[config.mk]
export PLATFORM = sky130hd
export DESIGN_NAME = dplca_txop_claim_tracker
export DESIGN_NICKNAME = d
export VERILOG_FILES = /design/src/rtl/dplca_txop_claim_tracker.sv
export SDC_FILE = /design/constraint.sdc
export NUM_CORES = 2
export LEC_CHECK = 0
export ABC_CLOCK_PERIOD_IN_PS = 3100
export CAP_MARGIN = 15
export CELL_PAD_IN_SITES_DETAIL_PLACEMENT = 2
export CELL_PAD_IN_SITES_GLOBAL_PLACEMENT = 2
export CORE_MARGIN = 1
export CORE_UTILIZATION = 34
export CTS_CLUSTER_SIZE = 20
export DETAILED_ROUTE_END_ITERATION = 6
export GPL_ROUTABILITY_DRIVEN = 0
export GPL_TIMING_DRIVEN = 0
export MAX_ROUTING_LAYER = met4
export PLACE_DENSITY = 0.82
export REMOVE_ABC_BUFFERS = 1
export SETUP_SLACK_MARGIN = 0.15
export SYNTH_ARGS = -nofsm -noshare
export SYNTH_HDL_FRONTEND = slang
export SYNTH_SLANG_ARGS = --single-unit
[constraint.sdc]
create_clock -name clk -period 3.1 [get_ports clk]
set_clock_uncertainty 0.1 [all_clocks]
set_input_delay 0.775 -clock clk [delete_from_list [all_inputs] [get_ports clk]]
set_output_delay 0.775 -clock clk [all_outputs]
set_load 0.01 [all_outputs]
[src/rtl/dplca_txop_claim_tracker.sv]
// dplca_txop_claim_tracker: DPLCA TXOP claim table with beacon-driven aging and update strobes.
// Optional DPLCA_CLAIM_STATS_EN adds a registered free_count output.
module dplca_txop_claim_tracker #(
    parameter int AGING_CYCLES = 16,
    parameter int CLAIM_W = 2
) (
    input  logic                 clk,
    input  logic                 plca_reset_n,
    input  logic                 dplca_aging,
    input  logic                 plca_status,
    input  logic [1:0]           rx_cmd,
    input  logic                 plca_tx_beacon,
    input  logic [7:0]           plca_node_count,
    input  logic [7:0]           curID,
    input  logic                 txop_start,
    input  logic                 txop_end,
    input  logic                 CRS,
    input  logic                 local_tx,
    output logic [256*CLAIM_W-1:0] txop_claim_table_unpacked,
    output logic                 dplca_txop_table_upd,
    output logic                 dplca_new_age,
    output logic [7:0]           dplca_txop_id,
    output logic [7:0]           dplca_txop_node_count
`ifdef DPLCA_CLAIM_STATS_EN
    ,
    output logic [8:0]           free_count
`endif
);
    typedef enum logic [1:0] {OFF, WAIT_BEACON, TRACK} state_t;
    state_t state;
    logic [256*CLAIM_W-1:0] tbl_claim, tbl_aged;
    logic [255:0] seen, seen_m;
    logic [7:0] cnt;
    logic flag, in_txop, bcn_q, beacon_evt, bcn_raw, act, claim, roll;

    assign bcn_raw = (rx_cmd == 2'b00) || plca_tx_beacon;

    // The claim of a TXOP closing this clk is folded into seen/table before any rollover.
    always_comb begin
        act = CRS && !local_tx && (txop_start || in_txop || txop_end);
        claim = txop_end && (act || (flag && !txop_start));
        roll = beacon_evt && (cnt == 8'(AGING_CYCLES - 1));
        seen_m = seen;
        tbl_claim = txop_claim_table_unpacked;
        if (claim) begin
            seen_m[curID] = 1'b1;
            tbl_claim[{curID, 1'b0} +: 2] = 2'b10;
        end
        for (int i = 0; i < 256; i++)
            tbl_aged[2*i +: 2] = seen_m[i] ? 2'b10 :
                                 (txop_claim_table_unpacked[2*i +: 2] == 2'b10 ? 2'b01 : 2'b00);
    end

    always_ff @(posedge clk or negedge plca_reset_n) begin
        if (!plca_reset_n) begin
            state <= OFF;
            txop_claim_table_unpacked <= '0;
            seen <= '0;
            cnt <= '0;
            flag <= 1'b0;
            in_txop <= 1'b0;
            bcn_q <= 1'b0;
            beacon_evt <= 1'b0;
            dplca_txop_table_upd <= 1'b0;
            dplca_new_age <= 1'b0;
            dplca_txop_id <= '0;
            dplca_txop_node_count <= '0;
        end else begin
            bcn_q <= bcn_raw;
            beacon_evt <= bcn_raw && !bcn_q;
            dplca_txop_table_upd <= 1'b0;
            dplca_new_age <= 1'b0;
            if (state != OFF && !dplca_aging) begin
                state <= OFF;
            end else begin
                case (state)
                    OFF: begin
                        txop_claim_table_unpacked <= '0;
                        seen <= '0;
                        cnt <= '0;
                        flag <= 1'b0;
                        in_txop <= 1'b0;
                        dplca_txop_id <= '0;
                        dplca_txop_node_count <= '0;
                        if (dplca_aging && plca_status) state <= WAIT_BEACON;
                    end
                    WAIT_BEACON: begin
                        flag <= 1'b0;
                        in_txop <= 1'b0;
                        if (beacon_evt) begin
                            dplca_txop_node_count <= plca_node_count;
                            cnt <= '0;
                            state <= TRACK;
                        end
                    end
                    default: begin
                        if (!plca_status) begin
                            seen <= '0;
                            cnt <= '0;
                            flag <= 1'b0;
                            in_txop <= 1'b0;
                            state <= WAIT_BEACON;
                        end else begin
                            flag <= txop_start ? act : (flag || act);
                            in_txop <= (in_txop || txop_start) && !txop_end;
                            if (txop_end) begin
                                dplca_txop_id <= curID;
                                dplca_txop_table_upd <= 1'b1;
                            end
                            if (beacon_evt) begin
                                dplca_txop_node_count <= plca_node_count;
                                cnt <= roll ? 8'd0 : cnt + 8'd1;
                            end
                            if (roll) begin
                                txop_claim_table_unpacked <= tbl_aged;
                                seen <= '0;
                                dplca_txop_table_upd <= 1'b1;
                                dplca_new_age <= 1'b1;
                            end else begin
                                txop_claim_table_unpacked <= tbl_claim;
                                seen <= seen_m;
                            end
                        end
                    end
                endcase
            end
        end
    end

`ifdef DPLCA_CLAIM_STATS_EN
    logic [8:0] fc;
    always_comb begin
        fc = '0;
        for (int i = 0; i < 256; i++)
            fc = fc + 9'((txop_claim_table_unpacked[2*i +: 2] == 2'b01 ||
                          txop_claim_table_unpacked[2*i +: 2] == 2'b10) ? 0 : 1);
    end
    always_ff @(posedge clk or negedge plca_reset_n) begin
        if (!plca_reset_n) free_count <= 9'd256;
        else free_count <= fc;
    end
`endif
endmodule

Word-level counts from Yosys, hierarchy flattened
Index checks and enable logic that the tools add are counted.
{"block": "word_totals", "regBits": 800, "wordCells": 871}
{"block": "classes", "reduce_logical": 34, "bitwise_logic": 3, "addsub": 2, "muxes": 553, "order_cmp": 2, "eq_ne": 263, "shift": 2}
{"op": "512-bit 2-to-1 mux", "count": 3}
{"op": "512-bit one-hot mux with 2 select lines", "count": 1}
{"op": "256-bit 2-to-1 mux", "count": 3}
{"op": "2-bit 2-to-1 mux", "count": 260}
{"op": "512-bit bitwise mux", "count": 1}
{"op": "2-bit equality test (second input constant)", "count": 256}
{"op": "256-bit one-hot mux with 2 select lines", "count": 1}
{"op": "2-bit by 11-bit variable shift with 512-bit output (first input constant)", "count": 1}
{"op": "2-bit by 11-bit indexed part select with 512-bit output (first input constant)", "count": 1}
{"op": "1-bit 2-to-1 mux", "count": 271}
{"op": "256-bit OR", "count": 1}
{"op": "8-bit 2-to-1 mux", "count": 8}
{"op": "8-bit one-hot mux with 2 select lines", "count": 3}
{"op": "9-bit negation with 11-bit output", "count": 1}
{"op": "1-bit logical AND", "count": 10}
{"op": "8-bit by 9-bit less-than comparator with 1-bit output (second input constant)", "count": 1}
{"op": "8-bit by 1-bit adder with 8-bit output (second input constant)", "count": 1}
{"op": "1-bit demux with 8-bit select", "count": 1}
{"op": "8-bit by 4-bit equality test with 1-bit output (second input constant)", "count": 1}
{"op": "8-bit by 1-bit greater-or-equal comparator with 1-bit output (second input constant)", "count": 1}
{"op": "4-bit AND reduction", "count": 2}
{"op": "3-bit != test (second input constant)", "count": 2}
{"op": "3-bit AND reduction", "count": 2}
{"op": "2-bit nonzero test", "count": 3}
{"op": "other kinds (12)", "count": 24}

Longest topological paths before layout
{"block": "depth", "depth_word": 10, "mapped_depth": 11, "mapped_depth_nobuf": 8}

Worst setup path after synthesis
OpenSTA, ideal clock, no wires.
{"block": "synth_timing", "kind": "input-to-reg", "start": "in curID[0]", "end": "reg txop_claim_table_unpacked[103]", "arrival_time_ps": 3328, "setup_ps": 104, "t_required_ps": 2896, "path_slack_ps": -432, "cell_stages": 11, "path_cell_list": "clkbuf_1 -> inv_1 -> ha_1 -> or4_1 -> and2_1 -> buf_2 -> or3_1 -> clkbuf_1 -> nor3_1 -> o21ai_1 -> a221oi_1"}
{"block": "synth_via", "elab_chain_cells": 10}
{"item": "from (decl)", "line_no": "14", "source": "input logic [7:0] curID,"}
{"item": "8-bit by 9-bit less-than comparator with 1-bit output (implied by the code) or 8-bit by 1-bit greater-or-equal comparator with 1-bit output (tied branches)", "line_no": "46", "source": "seen_m[curID] = 1'b1;"}
{"item": "1-bit logical AND (implied by the code)", "line_no": "46"}
{"item": "1-bit 2-to-1 mux (implied by the code)", "line_no": "46"}
{"item": "1-bit demux with 8-bit select", "line_no": "46"}
{"item": "256-bit OR (no line)"}
{"item": "256-bit 2-to-1 mux", "line_no": "45", "source": "if (claim) begin"}
{"item": "2-bit 2-to-1 mux", "line_no": "50", "source": "tbl_aged[2*i +: 2] = seen_m[i] ? 2'b10 :"}
{"item": "512-bit 2-to-1 mux (*)", "line_no": "114", "source": "if (roll) begin"}
{"item": "512-bit 2-to-1 mux (*)", "line_no": "97", "source": "if (!plca_status) begin"}
{"item": "512-bit one-hot mux with 2 select lines (*)", "line_no": "76", "source": "case (state)"}
{"item": "to (signal assigned)", "line_no": "115", "source": "txop_claim_table_unpacked <= tbl_aged;"}
{"item": "to (signal assigned)", "line_no": "120", "source": "txop_claim_table_unpacked <= tbl_claim;"}
{"item": "to (decl)", "line_no": "19", "source": "output logic [256*CLAIM_W-1:0] txop_claim_table_unpacked,"}
Mark *: on every way between the ends. The rest lies on a longest branch, timed or not. The select of a mux whose other input is x is not followed.
A chain may end at the register's enable or synchronous reset.

Worst setup path after layout
{"block": "layout_timing", "start": "in curID[1]", "end": "reg txop_claim_table_unpacked[183]"}
Same word-level chain as after synthesis.

==> results.tsv <==
metric	value	unit
sw power	7.79	mW
max-cap violation count	0	
RSZ-0062 raised after global routing	yes	
Synth area leaders	dfrtp_1, a21oi_1, o21ai_0	
LEAKAGE	22.2	nW
Routed WL per cell	41.1	um
internal power	18.0	mW
register bit count reported by yosys	800	
clk_lat worst skew	0.73	ns
area grow syn2layout	41.5	%
Sw Share	0.302	
Storage cell area	0.0200	mm^2
Final Hold Viols	3	
vias in the first global route	44300	
die height	337	um
fill count	11300	
Crit Path Category	in -> reg	
R2R cell count	8	
Slew HR	0.279	
status	finished, violations left	
Slew Limit Fails	0	
post-synth top area cell	dfrtp_1	
Tightest Pin Transition	1.08	ns
Setup-failing EPs final	128	
WP data required	3.53	ns
Syn. warnings	0	
Sequential Power Share	0.413	
Crit path largest cell delay	0.76	ns
area of the multi-input gates	0.0178	mm^2
failing checks	negative hold slack, negative setup slack	
Initial Util	0.344	
worst-path cell chain	buf_16 > clkinv_8 > ha_4 > or4b_4 > buf_4 > nor3_4 > o221ai_4 > buf_4 > o41ai_1 > a21oi_1 > a211oi_1	
final worst slack	-0.432	ns
commonest non-fill, non-tap cell in the layout	dfrtp_1	
Hold Crit Class	in -> async	
routed wire length	259000	um
Syn Inst Count	4107	
Core Area	0.111	mm^2
crit start category	input pin	
H-tree depth	3	
layout cells sized above 1	0.160	
Iter 0 DRT Violations	4634	
die area	0.113	mm^2
syn avg cell area	9.28	um^2
fraction of registers with async set/reset	1.00	
Gate power share	0.144	
# clock sinks	800	
post-route clock period utilization	1.14	
Power, Total	25.8	mW
Reg2Reg Setup Slack	-0.04	ns
Die W	337	um
num ports	557	
crit path max fanout	15	
nets@finish	4765	
count of cell types in the netlist	77	
Clock Path Buffers	3	
Worst Setup End Kind	flip-flop	
CTS tree	built	
r2r endpoint	txop_claim_table_unpacked[510]	
Clk pwr share	0.443	
initial antenna violation count	17	
post-synthesis cell area	0.0381	mm^2
post-synth top area share	0.525	
Main synth FF type	dfrtp_1	
Post-synth EDFFs	0	
drt drc	0	
cts bufs inserted	94	
VDD IR-drop max	0.385	mV
first-pass GRT wire length	336000	um
most frequent cells in the layout	dfrtp_1, a21oi_1, clkdlybuf4s50_1	
reg-to-reg startpoint	state[1]	
sequential fraction of the synthesis area	0.525	
Total GRT Usage	0.425	
Fmax	283	MHz
crit-path most repeated cell	buf_4	
Port-buffer cells	556	
GRT overflow	0	
cell at the slowest stage of the critical path	a211oi_1	
drt pass-1 iters	6	
Reg clk slew, reported paths	0.08	ns
post-route ant nets	0	
Avg Vias per Cell	6.94	
Hold Slack	-0.00948	ns
largest net degree at the start of global routing	115	
Rows	122	
Via Count	43800	
power per cell area	479	mW/mm^2
minimum clock period	3.53	ns
HPWL Detailed	145000	um
hold_buf cts	0	
Arr. time, crit path	3.96	ns
Place WS	-2.84	ns
CTS root buffer	clkbuf_16	
## sequential cells by signal, indices dropped and copies added (netlist names)
signal                     count
bcn_q                          1
txop_claim_table_unpacked    512
dplca_txop_table_upd           1
state                          2
beacon_evt                     1
flag                           1
dplca_txop_node_count          8
cnt                            8
seen                         256
dplca_new_age                  1
dplca_txop_id                  8
in_txop                        1
## per-stage QoR
stage	instance area (um^2)	hold WS (ns)	setup TNS, ns	utilization	cells
6_report	53900	-0.00948	-11.71	0.486	6308
3_3_place_gp	44000	0.282	-	0.397	5759
5_1_grt	53900	0.0389	-4.58	0.486	6302
4_1_cts	52400	0.000281	0	0.473	6195
3_5_place_dp	47500	0.320	-1492.65	0.428	5916
2_1_floorplan	36600	0.278	-7970.39	-	3715
## power by group through the flow
stage	registers (mW)	clock network (mW)	logic [mW]
2_1_floorplan	10.9	0	1.06
3_3_place_gp	10.9	0	2.58
3_5_place_dp	10.8	0	2.94
4_1_cts	10.7	11.3	3.24
5_1_grt	10.7	11.8	3.75
6_report	10.7	11.4	3.72
## synthesized netlist by cell type, types with 38 or more instances
master      n
o31ai_1    83
a31o_2     38
o211ai_1   51
nand2_1   345
clkbuf_1  332
a21o_1     69
nor2_1    341
nand4b_1   44
dfrtp_1   800
a211oi_1  126
inv_1      47
o21ai_0   325
a22o_1     41
nand3_1    80
a21oi_1   659
o221ai_1   39
nor3_1     52
a31oi_1   216
## worst max-delay path by stage
stage	end	startpoint	cells after the start	slack [ns]
floorplan	txop_claim_table_unpacked[259]	state[1]	6	-17.18
global placement	txop_claim_table_unpacked[311]	state[1]	6	-58.64
detailed placement	txop_claim_table_unpacked[461]	curID[0]	14	-2.84
CTS	txop_claim_table_unpacked[461]	curID[4]	14	0.11
global route	txop_claim_table_unpacked[183]	curID[0]	11	-0.44
finish	txop_claim_table_unpacked[183]	curID[1]	11	-0.43
## routing by layer
| layer | wire, um | vias to the layer above | GRT usage |
|---|---|---|---|
| li1 | - | 16500 | - |
| met1 | 93800 | 22800 | 0.498 |
| met2 | 115000 | 3173 | 0.638 |
| met3 | 29000 | 1270 | 0.114 |
| met4 | 21800 | 0 | 0.285 |
| met5 | 0 | - | - |
## critical path, delay by kind of cell
family	cells	cell delay [ns]
buf+inv	4	0.64
fa+ha+maj	1	0.13
simple gates	2	0.82
compound gates	4	1.56
## area by class of cell
type	instances	share of cell area
diodes	20	0.000928
repair inverters	2	0.000325
clock buffers	143	0.0529
repair buffers	905	0.203
well taps	1488	0.0345
multi-input cells	2880	0.330
flip-flops and latches	800	0.371
inverters	48	0.00446
clock inverters	22	0.00255
## repair_timing
action | in CTS | in global routing
pin swaps | 44 | 46
endpoints found under the hold margin | 0 | 0
endpoints found under the setup margin | 769 | 610
gates cloned | 19 | 11
resized for setup | 191 | 134
setup buffers | 95 | 79
## cell families after synthesis
logic type	after synthesis	share of synthesized area
AO/OA/AOI/OAI	1846	0.302
flip-flops	800	0.525
adder cells (fa/ha/maj)	7	0.00230
AND/OR/NAND/NOR	988	0.118
multiplexers	20	0.00565
XOR/XNOR	6	0.00138
buffers and inverters	440	0.0450
Note: power is estimated with default switching activity, not from simulation.
